<file path="src/rtl/counter_pkg.sv">
// ---------------------------------------------------------------------------
// counter_pkg
// Shared definitions for the parametrised up/down counter family.
//   CNT_WRAP / CNT_SAT : values for the SATURATE parameter
//   mod_is_legal()     : parameter legality check used at elaboration
//   clamp_load()       : limits a load value to the top of the count range
// ---------------------------------------------------------------------------
package counter_pkg;

    // Boundary behaviour selectors for the SATURATE parameter
    localparam int CNT_WRAP = 0;
    localparam int CNT_SAT  = 1;

    // A counter needs at least two states, and the modulus must fit in the
    // register width. Widths of 31 and above can hold any positive int modulus.
    function automatic bit mod_is_legal(input int width, input int mod);
        if (width < 1) return 1'b0;
        if (mod < 2) return 1'b0;
        if (width >= 31) return 1'b1;
        return (mod <= (1 << width));
    endfunction

    // Loads above the top of the range are pinned to MOD-1 so the counter can
    // never hold a value outside 0..MOD-1.
    function automatic logic [63:0] clamp_load(input logic [63:0] value, input int mod);
        logic [63:0] top;
        top = 64'(mod - 1);
        if (value > top) return top;
        return value;
    endfunction

endpackage

</file>
<file path="src/rtl/counter_next_state.sv">
// ---------------------------------------------------------------------------
// counter_next_state
// Combinational step function of the up/down counter.
//   count        in  : current count
//   up           in  : 1 = increment, 0 = decrement
//   en           in  : step enable; when low the count is passed through
//   next_count   out : count after one enabled step
//   boundary_hit out : the step crossed MOD-1 (up) or 0 (down)
// Parameters MOD and SATURATE select the range and the boundary behaviour.
// ---------------------------------------------------------------------------
module counter_next_state
    import counter_pkg::*;
#(
    parameter int WIDTH    = 4,
    parameter int MOD      = 16,
    parameter int SATURATE = CNT_WRAP
) (
    input  logic [WIDTH-1:0] count,
    input  logic             up,
    input  logic             en,
    output logic [WIDTH-1:0] next_count,
    output logic             boundary_hit
);

    // Top of the range, held one bit wider so MOD == 2**WIDTH still fits
    localparam logic [WIDTH:0] MAX_EXT = (WIDTH+1)'(MOD - 1);

    logic [WIDTH:0] countExt;
    logic [WIDTH:0] incExt;
    logic [WIDTH:0] decExt;

    // The step is worked out one bit wider than the count. An increment that
    // passes MAX_EXT, or a decrement that borrows into the extra bit, is a
    // boundary event; the low bits are then never used as the result, so a
    // value >= MOD can never be produced by truncation.
    always_comb begin
        countExt     = {1'b0, count};
        incExt       = countExt + 1'b1;
        decExt       = countExt - 1'b1;
        next_count   = count;
        boundary_hit = 1'b0;
        if (en) begin
            if (up) begin
                if (incExt > MAX_EXT) begin
                    boundary_hit = 1'b1;
                    next_count   = (SATURATE == CNT_SAT) ? count : '0;
                end else begin
                    next_count = incExt[WIDTH-1:0];
                end
            end else begin
                if (decExt[WIDTH]) begin
                    boundary_hit = 1'b1;
                    next_count   = (SATURATE == CNT_SAT) ? count : MAX_EXT[WIDTH-1:0];
                end else begin
                    next_count = decExt[WIDTH-1:0];
                end
            end
        end
    end

endmodule

</file>
<file path="src/rtl/updown_counter_n.sv">
// ---------------------------------------------------------------------------
// updown_counter_n
// WIDTH-bit up/down counter with modulus MOD, wrap or saturate at the bounds,
// synchronous clear/load/enable, terminal-count pulse and sticky overflow.
//   clk      in  : clock, rising edge
//   rst      in  : synchronous active-high reset
//   clr      in  : clear count to 0
//   load     in  : load load_val (clamped to MOD-1)
//   load_val in  : value to load
//   en       in  : count enable
//   up       in  : 1 = count up, 0 = count down
//   ovf_clr  in  : clear the sticky overflow flag
//   count    out : registered count
//   tc       out : registered one-cycle terminal-count pulse
//   ovf      out : registered sticky overflow/underflow flag
//   at_max   out : count == MOD-1
//   at_zero  out : count == 0
// Priority at each edge: rst > clr > load > en.
// ---------------------------------------------------------------------------
module updown_counter_n
    import counter_pkg::*;
#(
    parameter int WIDTH    = 4,
    parameter int MOD      = 16,
    parameter int SATURATE = CNT_WRAP
) (
    input  logic             clk,
    input  logic             rst,
    input  logic             clr,
    input  logic             load,
    input  logic [WIDTH-1:0] load_val,
    input  logic             en,
    input  logic             up,
    input  logic             ovf_clr,
    output logic [WIDTH-1:0] count,
    output logic             tc,
    output logic             ovf,
    output logic             at_max,
    output logic             at_zero
);

    // Stop elaboration on a modulus that cannot be represented
    if (!mod_is_legal(WIDTH, MOD)) begin : g_illegalParams
        $fatal(1, "updown_counter_n: MOD must lie in 2..2**WIDTH");
    end

    localparam logic [WIDTH-1:0] MAX_CNT = WIDTH'(MOD - 1);

    logic [WIDTH-1:0] count_q, count_d;
    logic             tc_q, tc_d;
    logic             ovf_q, ovf_d;
    logic [WIDTH-1:0] nextCount;
    logic             boundaryHit;
    logic [WIDTH-1:0] loadClamped;
    logic             stepTaken;

    counter_next_state #(
        .WIDTH    (WIDTH),
        .MOD      (MOD),
        .SATURATE (SATURATE)
    ) u_nextState (
        .count        (count_q),
        .up           (up),
        .en           (en),
        .next_count   (nextCount),
        .boundary_hit (boundaryHit)
    );

    // Out-of-range loads are pinned to the top of the count range
    always_comb begin
        loadClamped = WIDTH'(clamp_load(64'(load_val), MOD));
    end

    // Next-state selection in priority order clr > load > en. A step only
    // happens when neither clr nor load claims the cycle, and only a step can
    // raise tc or set ovf. ovf_clr is honoured unless a boundary event sets
    // the flag on the same edge.
    always_comb begin
        stepTaken = !clr && !load && en;
        count_d   = count_q;
        tc_d      = 1'b0;
        ovf_d     = ovf_q;
        if (clr) begin
            count_d = '0;
        end else if (load) begin
            count_d = loadClamped;
        end else if (en) begin
            count_d = nextCount;
            tc_d    = boundaryHit;
        end
        if (stepTaken && boundaryHit) begin
            ovf_d = 1'b1;
        end else if (ovf_clr) begin
            ovf_d = 1'b0;
        end
    end

    // State registers; reset wins over every other input on the same edge
    always_ff @(posedge clk) begin
        if (rst) begin
            count_q <= '0;
            tc_q    <= 1'b0;
            ovf_q   <= 1'b0;
        end else begin
            count_q <= count_d;
            tc_q    <= tc_d;
            ovf_q   <= ovf_d;
        end
    end

    // Outputs come straight from the registers; the range flags decode them
    always_comb begin
        count   = count_q;
        tc      = tc_q;
        ovf     = ovf_q;
        at_max  = (count_q == MAX_CNT);
        at_zero = (count_q == '0);
    end

endmodule

</file>
<file path="config.mk">
export PLATFORM = sky130hd
export DESIGN_NAME = updown_counter_n
export DESIGN_NICKNAME = d
export VERILOG_FILES = /design/src/rtl/counter_pkg.sv /design/src/rtl/counter_next_state.sv /design/src/rtl/updown_counter_n.sv
export SDC_FILE = /design/constraint.sdc
export NUM_CORES = 1
export LEC_CHECK = 0
export BUFFER_PORTS_ARGS = -buffer_cell sky130_fd_sc_hd__buf_2
export CORE_AREA = 2 2 39 41
export DETAILED_ROUTE_END_ITERATION = 8
export DIE_AREA = 0 0 41 43
export GPL_TIMING_DRIVEN = 0
export PLACE_DENSITY_LB_ADDON = 0.1
export SLEW_MARGIN = 0
export SYNTH_ARGS = -nofsm -noshare
export SYNTH_HDL_FRONTEND = slang
export SYNTH_HIERARCHICAL = 1
export SYNTH_SLANG_ARGS = --single-unit
</file>
<file path="constraint.sdc">
create_clock -name clk -period 6.2 [get_ports clk]
set_input_delay 0.62 -clock clk [delete_from_list [all_inputs] [get_ports clk]]
set_output_delay 0.62 -clock clk [all_outputs]
set_load 0.05 [all_outputs]
</file>
==> flow_metrics.tcl, run 1 <==
set metrics [dict create \
    outcome "finished clean" \
    crit_path_end_kind "flip-flop" \
    min_period_ns 2.35 \
    num_vias 614 \
    viasPerCell 5.48 \
    power.leakage_uw 0.000359 \
    gp_congestion 0.726 \
    rsz0062_at_grt "false" \
    tns_ns 0 \
    drive_gt1_share_pct 32.3 \
    synth_cells 75 \
    cp-start-kind "flip-flop" \
    synth_cell_type_count 39 \
    synth-seq-cells 6 \
    cpMaxStageDelayCell "dfxtp_1" \
    clk_path_buf_depth 2 \
    grt.overflow.total 0 \
    yosys_warnings 6 \
    detail_route.first_pass.iterations 4 \
    avgSynthCellArea_sq_um 8.07 \
    drc 0 \
    clk_latency_ns 0.24 \
    wl_um 1310 \
    final_common_cell "buf_2" \
    initialDrtViolationCount 11 \
    cp_cell_sequence "buf_2 > inv_1 > ha_1 > nor3b_1 > nand3_1 > o311ai_0 > a21oi_2 > mux2_1 > o211a_1" \
    vdd_ir_drop_max_uv 104 \
    hold_violations 0 \
    cts_num_sinks 6 \
    syn_area_sq_um 606 \
    ios 19 \
    cts_tree "done" \
    crit_buf_inv 2 \
    grt_use_total_pct 17.5 \
    root_buffer "clkbuf_4" \
    design.core.area_sq_um 1380 \
    drv_cap 0 \
    postCtsHoldBufs 0 \
    max_freq_mhz 426 \
    cts_resized 0 \
    crit_family "compound AO/OA/AOI/OAI gates" \
    layout-area-overhead-vs-synth_pct 21.9 \
    cts_buffers 3 \
    skew_ns 0.00214 \
    grt_max_degree 11 \
    grt_antenna_before_repair 0 \
    post-dp-hpwl_um 1030 \
    grt_pass1_wl_um 2170 \
    ys_seq_area_share_pct 19.8 \
    period_share_pct 37.9 \
    maxSlewHeadroom_pct 70.0 \
    start_util_pct 43.8 \
    grt_pass1_vias 539 \
    crit_fanout 10 \
    dpl_cell_area_sq_um 716 \
    synth_area_leaders "dfxtp_1, mux2_1, o211a_1" \
    layout_common_cells "buf_2, dfxtp_1, nand2_1, inv_1" \
    post-cts-setup-buffer-count 0 \
    cpPeakStageDelay_ns 0.39 \
    setup_viol 0 \
    final-max-slew-violation-count 0 \
    final_area_sq_um 738 \
    worstMarginPinSlew_ns 0.444 \
    synth_top_area_share_pct 19.8 \
    fp.dieH_um 43 \
    htreeDepth 1 \
    clk_pin_slew_ns 0.05 \
    critPathArrivalTime_ns 2.48 \
    io_buffers 18 \
    ant_nets 0 \
    dieArea_sq_um 1760 \
    criticalPathCategory "reg2reg" \
    fill_cells 147 \
    finish.utilization_pct 53.3 \
    diodes 0 \
    die_w_um 41 \
    hold_class "reg2reg" \
    netlist.top_cell.by_area "dfxtp_1" \
    synth_nets 89 \
    final_nets 112 \
    routedWlPerCell_um 11.7 \
    power_density_nw_per_um2 161 \
    cp_data_required_time_ns 6.33 \
    std_cell_rows 14 \
]
[cells in the mapped netlist]
cell type  instances
a2111oi_0          1
a21oi_1            2
a21oi_2            1
a22o_1             1
a31oi_1            2
and2_1             1
and3_1             1
and4_1             1
buf_2              3
buf_4              1
buf_6              1
dfxtp_1            6
ha_1               3
inv_1              5
inv_2              1
mux2_1             4
nand2_1            6
nand2b_1           3
nand3_1            4
nand4_1            2
nand4b_1           1
nor2_1             3
nor3b_1            1
nor4_1             1
nor4b_1            1
nor4b_2            1
o211a_1            4
o211ai_1           1
o21ai_0            3
o21ai_1            1
o21ai_2            1
o22a_1             1
o2bb2ai_1          1
o311ai_0           1
o32ai_1            1
or2_1              1
or2b_1             1
or3b_4             1
xnor2_1            1
[final cells by class]
type                    instances  area (sq um)  area share, %
well taps                      16          20.0           2.71
inverters                       6          22.5           3.05
multi-input cells              58           429           58.1
repair buffers                 18          90.1           12.2
flip-flops and latches          6           120           16.3
plain buffers                   5          33.8           4.58
clock buffers                   3          22.5           3.05
[report_power, final]
group	leakage, uW	switching, uW	internal (uW)	total [uW]
clock network	0.0000138	13.8	21.9	35.6
logic	0.000296	24.9	16.5	41.4
registers	0.0000489	1.98	40.2	42.1
total	0.000359	40.6	78.6	119
[registers in the layout (all words and copies together) (netlist names)]
| signal | cells |
|---|---|
| ovf | 1 |
| count | 4 |
| tc | 1 |
[final timing paths]
path	cells after the start	startpoint	slack [ns]	to
worst max-delay path	9	count[0]	3.85	count[0]
worst min-delay path	1	ovf	0.47	ovf
worst max register to register	9	count[0]	3.85	count[0]
worst min register to register	1	ovf	0.47	ovf
[logic make-up (layout without fill, tap and decap cells)]
kind of cell             Yosys count  in the layout  synth area share [%]
AND/OR/NAND/NOR                   29             29                  29.3
AO/OA/AOI/OAI                     21             21                  26.4
buffers and inverters             11             32                  9.30
flip-flops                         6              6                  19.8
multiplexers                       4              4                  7.44
adder cells (fa/ha/maj)            3              3                  6.20
XOR/XNOR                           1              1                  1.45
[worst register-to-register path: stages, from the launching register on]
cell	delay, ns
dfxtp_1	0.39
buf_2	0.23
inv_1	0.10
ha_1	0.33
nor3b_1	0.31
nand3_1	0.12
o311ai_0	0.15
a21oi_2	0.10
mux2_1	0.30
o211a_1	0.20
[per-stage QoR]
stage          setup slack, ns  power [uW]  hold WS [ns]  cells
6_report                  3.85         119         0.468    112
5_1_grt                   3.65         126         0.487    112
4_1_cts                   3.85         121         0.472    112
3_5_place_dp              3.85        84.3         0.457    109
3_3_place_gp              3.85        84.1         0.454    109
2_1_floorplan             3.44        72.9         0.767     75
[metal layers]
| layer | vias up | track usage (%) | part of all wire [%] |
|---|---|---|---|
| met2 | 14 | 30.0 | 49 |
| met1 | 277 | 20.1 | 46 |
| met3 | 2 | 2.09 | 3.9 |
| met4 | 0 | 8.00 | 1.1 |
| met5 | - | 0 | 0 |
| li1 | 321 | - | - |
No activity file was read; power rests on OpenSTA's default activity.
==> inputs of run 2 (changes only) <==
clock period = 2.4 ns   (was 6.2 ns; I/O delays follow)
==> flow_metrics.tcl, run 2 (synthesized netlist as in run 1, its figures left out) <==
set metrics [dict create \
    outcome "finished clean" \
    gp_congestion 0.746 \
    grt_max_degree 11 \
    routedWlPerCell_um 12.2 \
    final_area_sq_um 746 \
    wl_um 1370 \
    post-cts-setup-buffer-count 0 \
    r2r_end "count[2]" \
    min_path_cells 3 \
    min_period_ns 2.24 \
    io_buffers 18 \
    max_freq_mhz 446 \
    reg2reg_from "count[0]" \
    diodes 0 \
    drv_cap 0 \
    clk_path_buf_depth 2 \
    worst_slack_ns 0.158 \
    post-dp-hpwl_um 1040 \
    tns_ns 0 \
    worstSetupEndpoint "count[2]" \
    maxSlewHeadroom_pct 71.9 \
    root_buffer "clkbuf_4" \
    ios 19 \
    power_density_nw_per_um2 419 \
    grt_use_total_pct 18.7 \
    grt_pass1_wl_um 2300 \
    rrSetupSlack_ns 0.16 \
    largest_reg_flops 4 \
    design.core.area_sq_um 1380 \
    initialDrtViolationCount 13 \
    crit_path_end_kind "flip-flop" \
    cp_data_required_time_ns 2.54 \
    detail_route.first_pass.iterations 4 \
    std_cell_rows 14 \
    reg2reg_depth 9 \
    crit_fanout 10 \
    dpl_cell_area_sq_um 718 \
    p_comb_share_pct 34.5 \
    critPathLaunch "count[0]" \
    drc 0 \
    ant_nets 0 \
    layout-area-overhead-vs-synth_pct 23.1 \
    clk_latency_ns 0.25 \
    layout_common_cells "buf_2, nand2_1, inv_1" \
    intPower_uw 204 \
    netSwitchingFraction_pct 34.7 \
    criticalPathCategory "reg2reg" \
    viasPerCell 5.48 \
    hold_class "in2reg" \
    p_seq_share_pct 35.0 \
    final-max-slew-violation-count 0 \
    die_w_um 41 \
    cp-start-kind "flip-flop" \
    start_util_pct 43.8 \
    grt_pass1_vias 557 \
    grt.overflow.total 0 \
    drive_gt1_share_pct 35.4 \
    clkPwrFrac_pct 30.5 \
    grt_antenna_before_repair 0 \
    postCtsHoldBufs 0 \
    whs_ns 0.297 \
    num_vias 614 \
    critPathArrivalTime_ns 2.38 \
    worstMarginPinSlew_ns 0.417 \
    power.leakage_uw 0.000363 \
    final_nets 112 \
    p_switching_uw 108 \
    cts_num_sinks 6 \
    vdd_ir_drop_max_uv 195 \
    rsz0062_at_grt "false" \
    cts_tree "done" \
    clk_pin_slew_ns 0.05 \
    htreeDepth 1 \
    fp.dieH_um 43 \
    cts_buffers 3 \
    hold_violations 0 \
    fill_cells 133 \
    period_share_pct 93.4 \
    final_common_cell "buf_2" \
    skew_ns 0.00298 \
    dieArea_sq_um 1760 \
    pre_cts_ws_ns 0.0946 \
    setup_viol 0 \
    cts_resized 0 \
]
run 2: worst max-delay path: stages (launching register included):
cell     delay [ns]
dfxtp_2        0.35
buf_2          0.22
inv_1          0.11
ha_1           0.33
nor3b_2        0.24
nand2_1        0.11
a31oi_1        0.19
a21oi_1        0.07
mux2_1         0.30
o211a_1        0.20
run 2: power by group through the flow:
| stage | Clock, uW | Sequential (uW) | Combinational, uW |
|---|---|---|---|
| CTS | 97.5 | 109 | 107 |
| finish | 95.1 | 109 | 108 |
| global route | 108 | 110 | 118 |
| global placement | 0 | 111 | 106 |
| detailed placement | 0 | 111 | 107 |
| floorplan | 0 | 123 | 65.8 |
run 2: through the flow:
stage / instances / power, uW / utilization, %
2_1_floorplan: 75 / 189 / -
5_1_grt: 112 / 336 / 53.9
3_3_place_gp: 109 / 217 / 51.9
4_1_cts: 112 / 314 / 53.5
3_5_place_dp: 109 / 218 / 51.9
6_report: 112 / 312 / 53.9
run 2: cell type report:
type / instances / area (sq um) / share of cell area (%)
flip-flops and latches: 6 / 123 / 16.4
plain buffers: 5 / 33.8 / 4.53
inverters: 6 / 22.5 / 3.02
repair buffers: 18 / 90.1 / 12.1
well taps: 16 / 20.0 / 2.68
multi-input cells: 58 / 434 / 58.2
clock buffers: 3 / 22.5 / 3.02
run 2: how the worst min path moves through the flow:
stage	to	slack (ns)	from
2_1_floorplan	count[0]	0.40	load
3_3_place_gp	ovf	0.45	ovf
3_5_place_dp	ovf	0.46	ovf
4_1_cts	count[3]	0.30	load_val[3]
5_1_grt	count[3]	0.30	load_val[3]
6_report	count[3]	0.30	load_val[3]
run 2: per-layer routing:
metal  track usage [%]  vias up  share of wire, %
met3              3.14        2               4.1
met2              28.1       16                48
met5                 0        -                 0
met4              8.00        0               1.1
li1                  -      322                 -
met1              25.3      274                47
==> inputs of run 3 (changes only) <==
ABC_AREA = 1   (was unset)
SETUP_SLACK_MARGIN = 0.02   (was unset)
==> flow_metrics.tcl, run 3 <==
set metrics [dict create \
    dieArea_sq_um 1760 \
    largest_reg_flops 4 \
    crit_top_cell "nand2_1" \
    drive_gt1_share_pct 25.4 \
    layout_common_cells "nand2_1, buf_2, nand3_1, inv_1, nor2_1" \
    htreeDepth 1 \
    tns_ns 0 \
    max_freq_mhz 510 \
    viasPerCell 4.89 \
    min_period_ns 1.96 \
    drc 0 \
    rrSetupSlack_ns 0.44 \
    gp_congestion 0.730 \
    vdd_ir_drop_max_uv 248 \
    hold_violations 0 \
    synth_edf_count 0 \
    avgSynthCellArea_sq_um 5.62 \
    critPathArrivalTime_ns 2.10 \
    synth_ff_type "dfxtp_1" \
    synth_common_cells "nand2_1, nand3_1, inv_1" \
    clk_pin_slew_ns 0.04 \
    rsz0062_at_grt "false" \
    cts_num_sinks 6 \
    grt_use_total_pct 17.4 \
    ys_seq_area_share_pct 21.1 \
    diodes 0 \
    cp-start-kind "flip-flop" \
    power_density_nw_per_um2 405 \
    cp_cell_sequence "inv_2 > ha_1 > nand3_2 > nor2_2 > nand2_1 > nand2_1 > nand2_2 > nand3_1 > nand2_1 > nand3_1 > nand3_1 > nand2_1 > inv_1" \
    outcome "finished clean" \
    num_vias 675 \
    yosys_warnings 6 \
    wl_um 1340 \
    clk_path_buf_depth 2 \
    grt_pass1_wl_um 2150 \
    fin_cells 138 \
    final_nets 138 \
    ant_nets 0 \
    design.core.area_sq_um 1380 \
    cts_buffers 3 \
    cp_data_required_time_ns 2.54 \
    postCtsHoldBufs 0 \
    final-max-slew-violation-count 0 \
    die_w_um 41 \
    period_share_pct 81.6 \
    setup_viol 0 \
    dp.cells 135 \
    synth_top_area_share_pct 21.1 \
    synth-seq-cells 6 \
    detail_route.first_pass.iterations 6 \
    clk_latency_ns 0.24 \
    cpPeakStageDelay_ns 0.57 \
    routedWlPerCell_um 9.71 \
    netlist.top_cell.by_area "dfxtp_1" \
    pre_cts_ws_ns 0.459 \
    criticalPathCategory "reg2reg" \
    root_buffer "clkbuf_4" \
    initialDrtViolationCount 12 \
    async_flop_share_pct 0 \
    synth_area_leaders "dfxtp_1, nand2_1, nand3_1" \
    grt_antenna_before_repair 0 \
    fp.dieH_um 43 \
    maxSlewHeadroom_pct 72.2 \
    power.leakage_uw 0.000404 \
    syn_area_sq_um 568 \
    crit_path_end_kind "flip-flop" \
    grt_max_degree 13 \
    post-dp-hpwl_um 1050 \
    synth_nets 115 \
    post-cts-setup-buffer-count 0 \
    layout-area-overhead-vs-synth_pct 24.4 \
    yosysMostFrequentCell "nand2_1" \
    skew_ns 0.00323 \
    grt.overflow.total 0 \
    io_buffers 18 \
    cts_tree "done" \
    synth_cells 101 \
    drv_cap 0 \
    cts_resized 0 \
    worst_slack_ns 0.440 \
    std_cell_rows 14 \
    synth_cell_type_count 16 \
    start_util_pct 41.0 \
    final_common_cell "nand2_1" \
    hold_class "in2reg" \
    cpMaxStageDelayCell "dfxtp_1" \
    crit_fanout 11 \
    grt_pass1_vias 553 \
    worstMarginPinSlew_ns 0.416 \
    ios 19 \
]
-- run 3: cell count changes after synthesis, sizes merged, moves of 4 or more --
cell and change:
buf -5, inv +11, mux2 -4, nand2 +29, nand3 +14, nor2 +11, o211a -4, o21ai -5
-- run 3: kinds of logic after synthesis --
logic type               share of synthesized area, %
AO/OA/AOI/OAI                                    3.74
AND/OR/NAND/NOR                                  55.7
flip-flops                                       21.1
XOR/XNOR                                         1.54
adder cells (fa/ha/maj)                          6.61
buffers and inverters                            11.2
-- run 3: cell type report --
| cell class | count | area [sq um] |
|---|---|---|
| sequential | 6 | 120 |
| multi-input combinational | 78 | 390 |
| tap | 16 | 20.0 |
| timing repair buffer | 18 | 90.1 |
| clock buffer | 3 | 22.5 |
| inverter | 17 | 63.8 |
| fill | 174 | 677 |
-- run 3: per-layer routing --
metal / GRT usage [%] / vias to the layer above / share of wire, %
met5: 0 / - / 0
met4: 8.00 / 0 / 1.2
met3: 0 / 2 / 1.6
met2: 27.5 / 9 / 48
met1: 23.8 / 304 / 49
li1: - / 360 / -
-- run 3: worst paths after layout --
check            from  endpoint  cells after the start
min reg2reg       ovf       ovf                      2
max reg2reg  count[0]  count[0]                     13
min           ovf_clr       ovf                      2
max          count[0]  count[0]                     13
-- run 3: per-stage QoR --
step	hold slack, ns	total power (uW)	instance area (sq um)	util, %
global placement	0.425	197	684	49.5
CTS	0.182	290	707	51.1
floorplan	0.332	172	574	-
global route	0.211	300	707	51.1
finish	0.185	286	707	51.1
detailed placement	0.440	198	684	49.5
-- run 3: power breakdown --
group / internal (uW) / switching [uW]
logic: 30.0 / 55.3
registers: 103 / 8.11
clock network: 56.3 / 33.2
-- run 3: worst max-delay path, delay by kind of cell, from the launching register on --
family | cells | cell delay, ns
buffers and inverters | 2 | 0.15
adder cells (fa/ha/maj) | 1 | 0.37
AND/OR/NAND/NOR | 10 | 0.76
flip-flops | 1 | 0.57
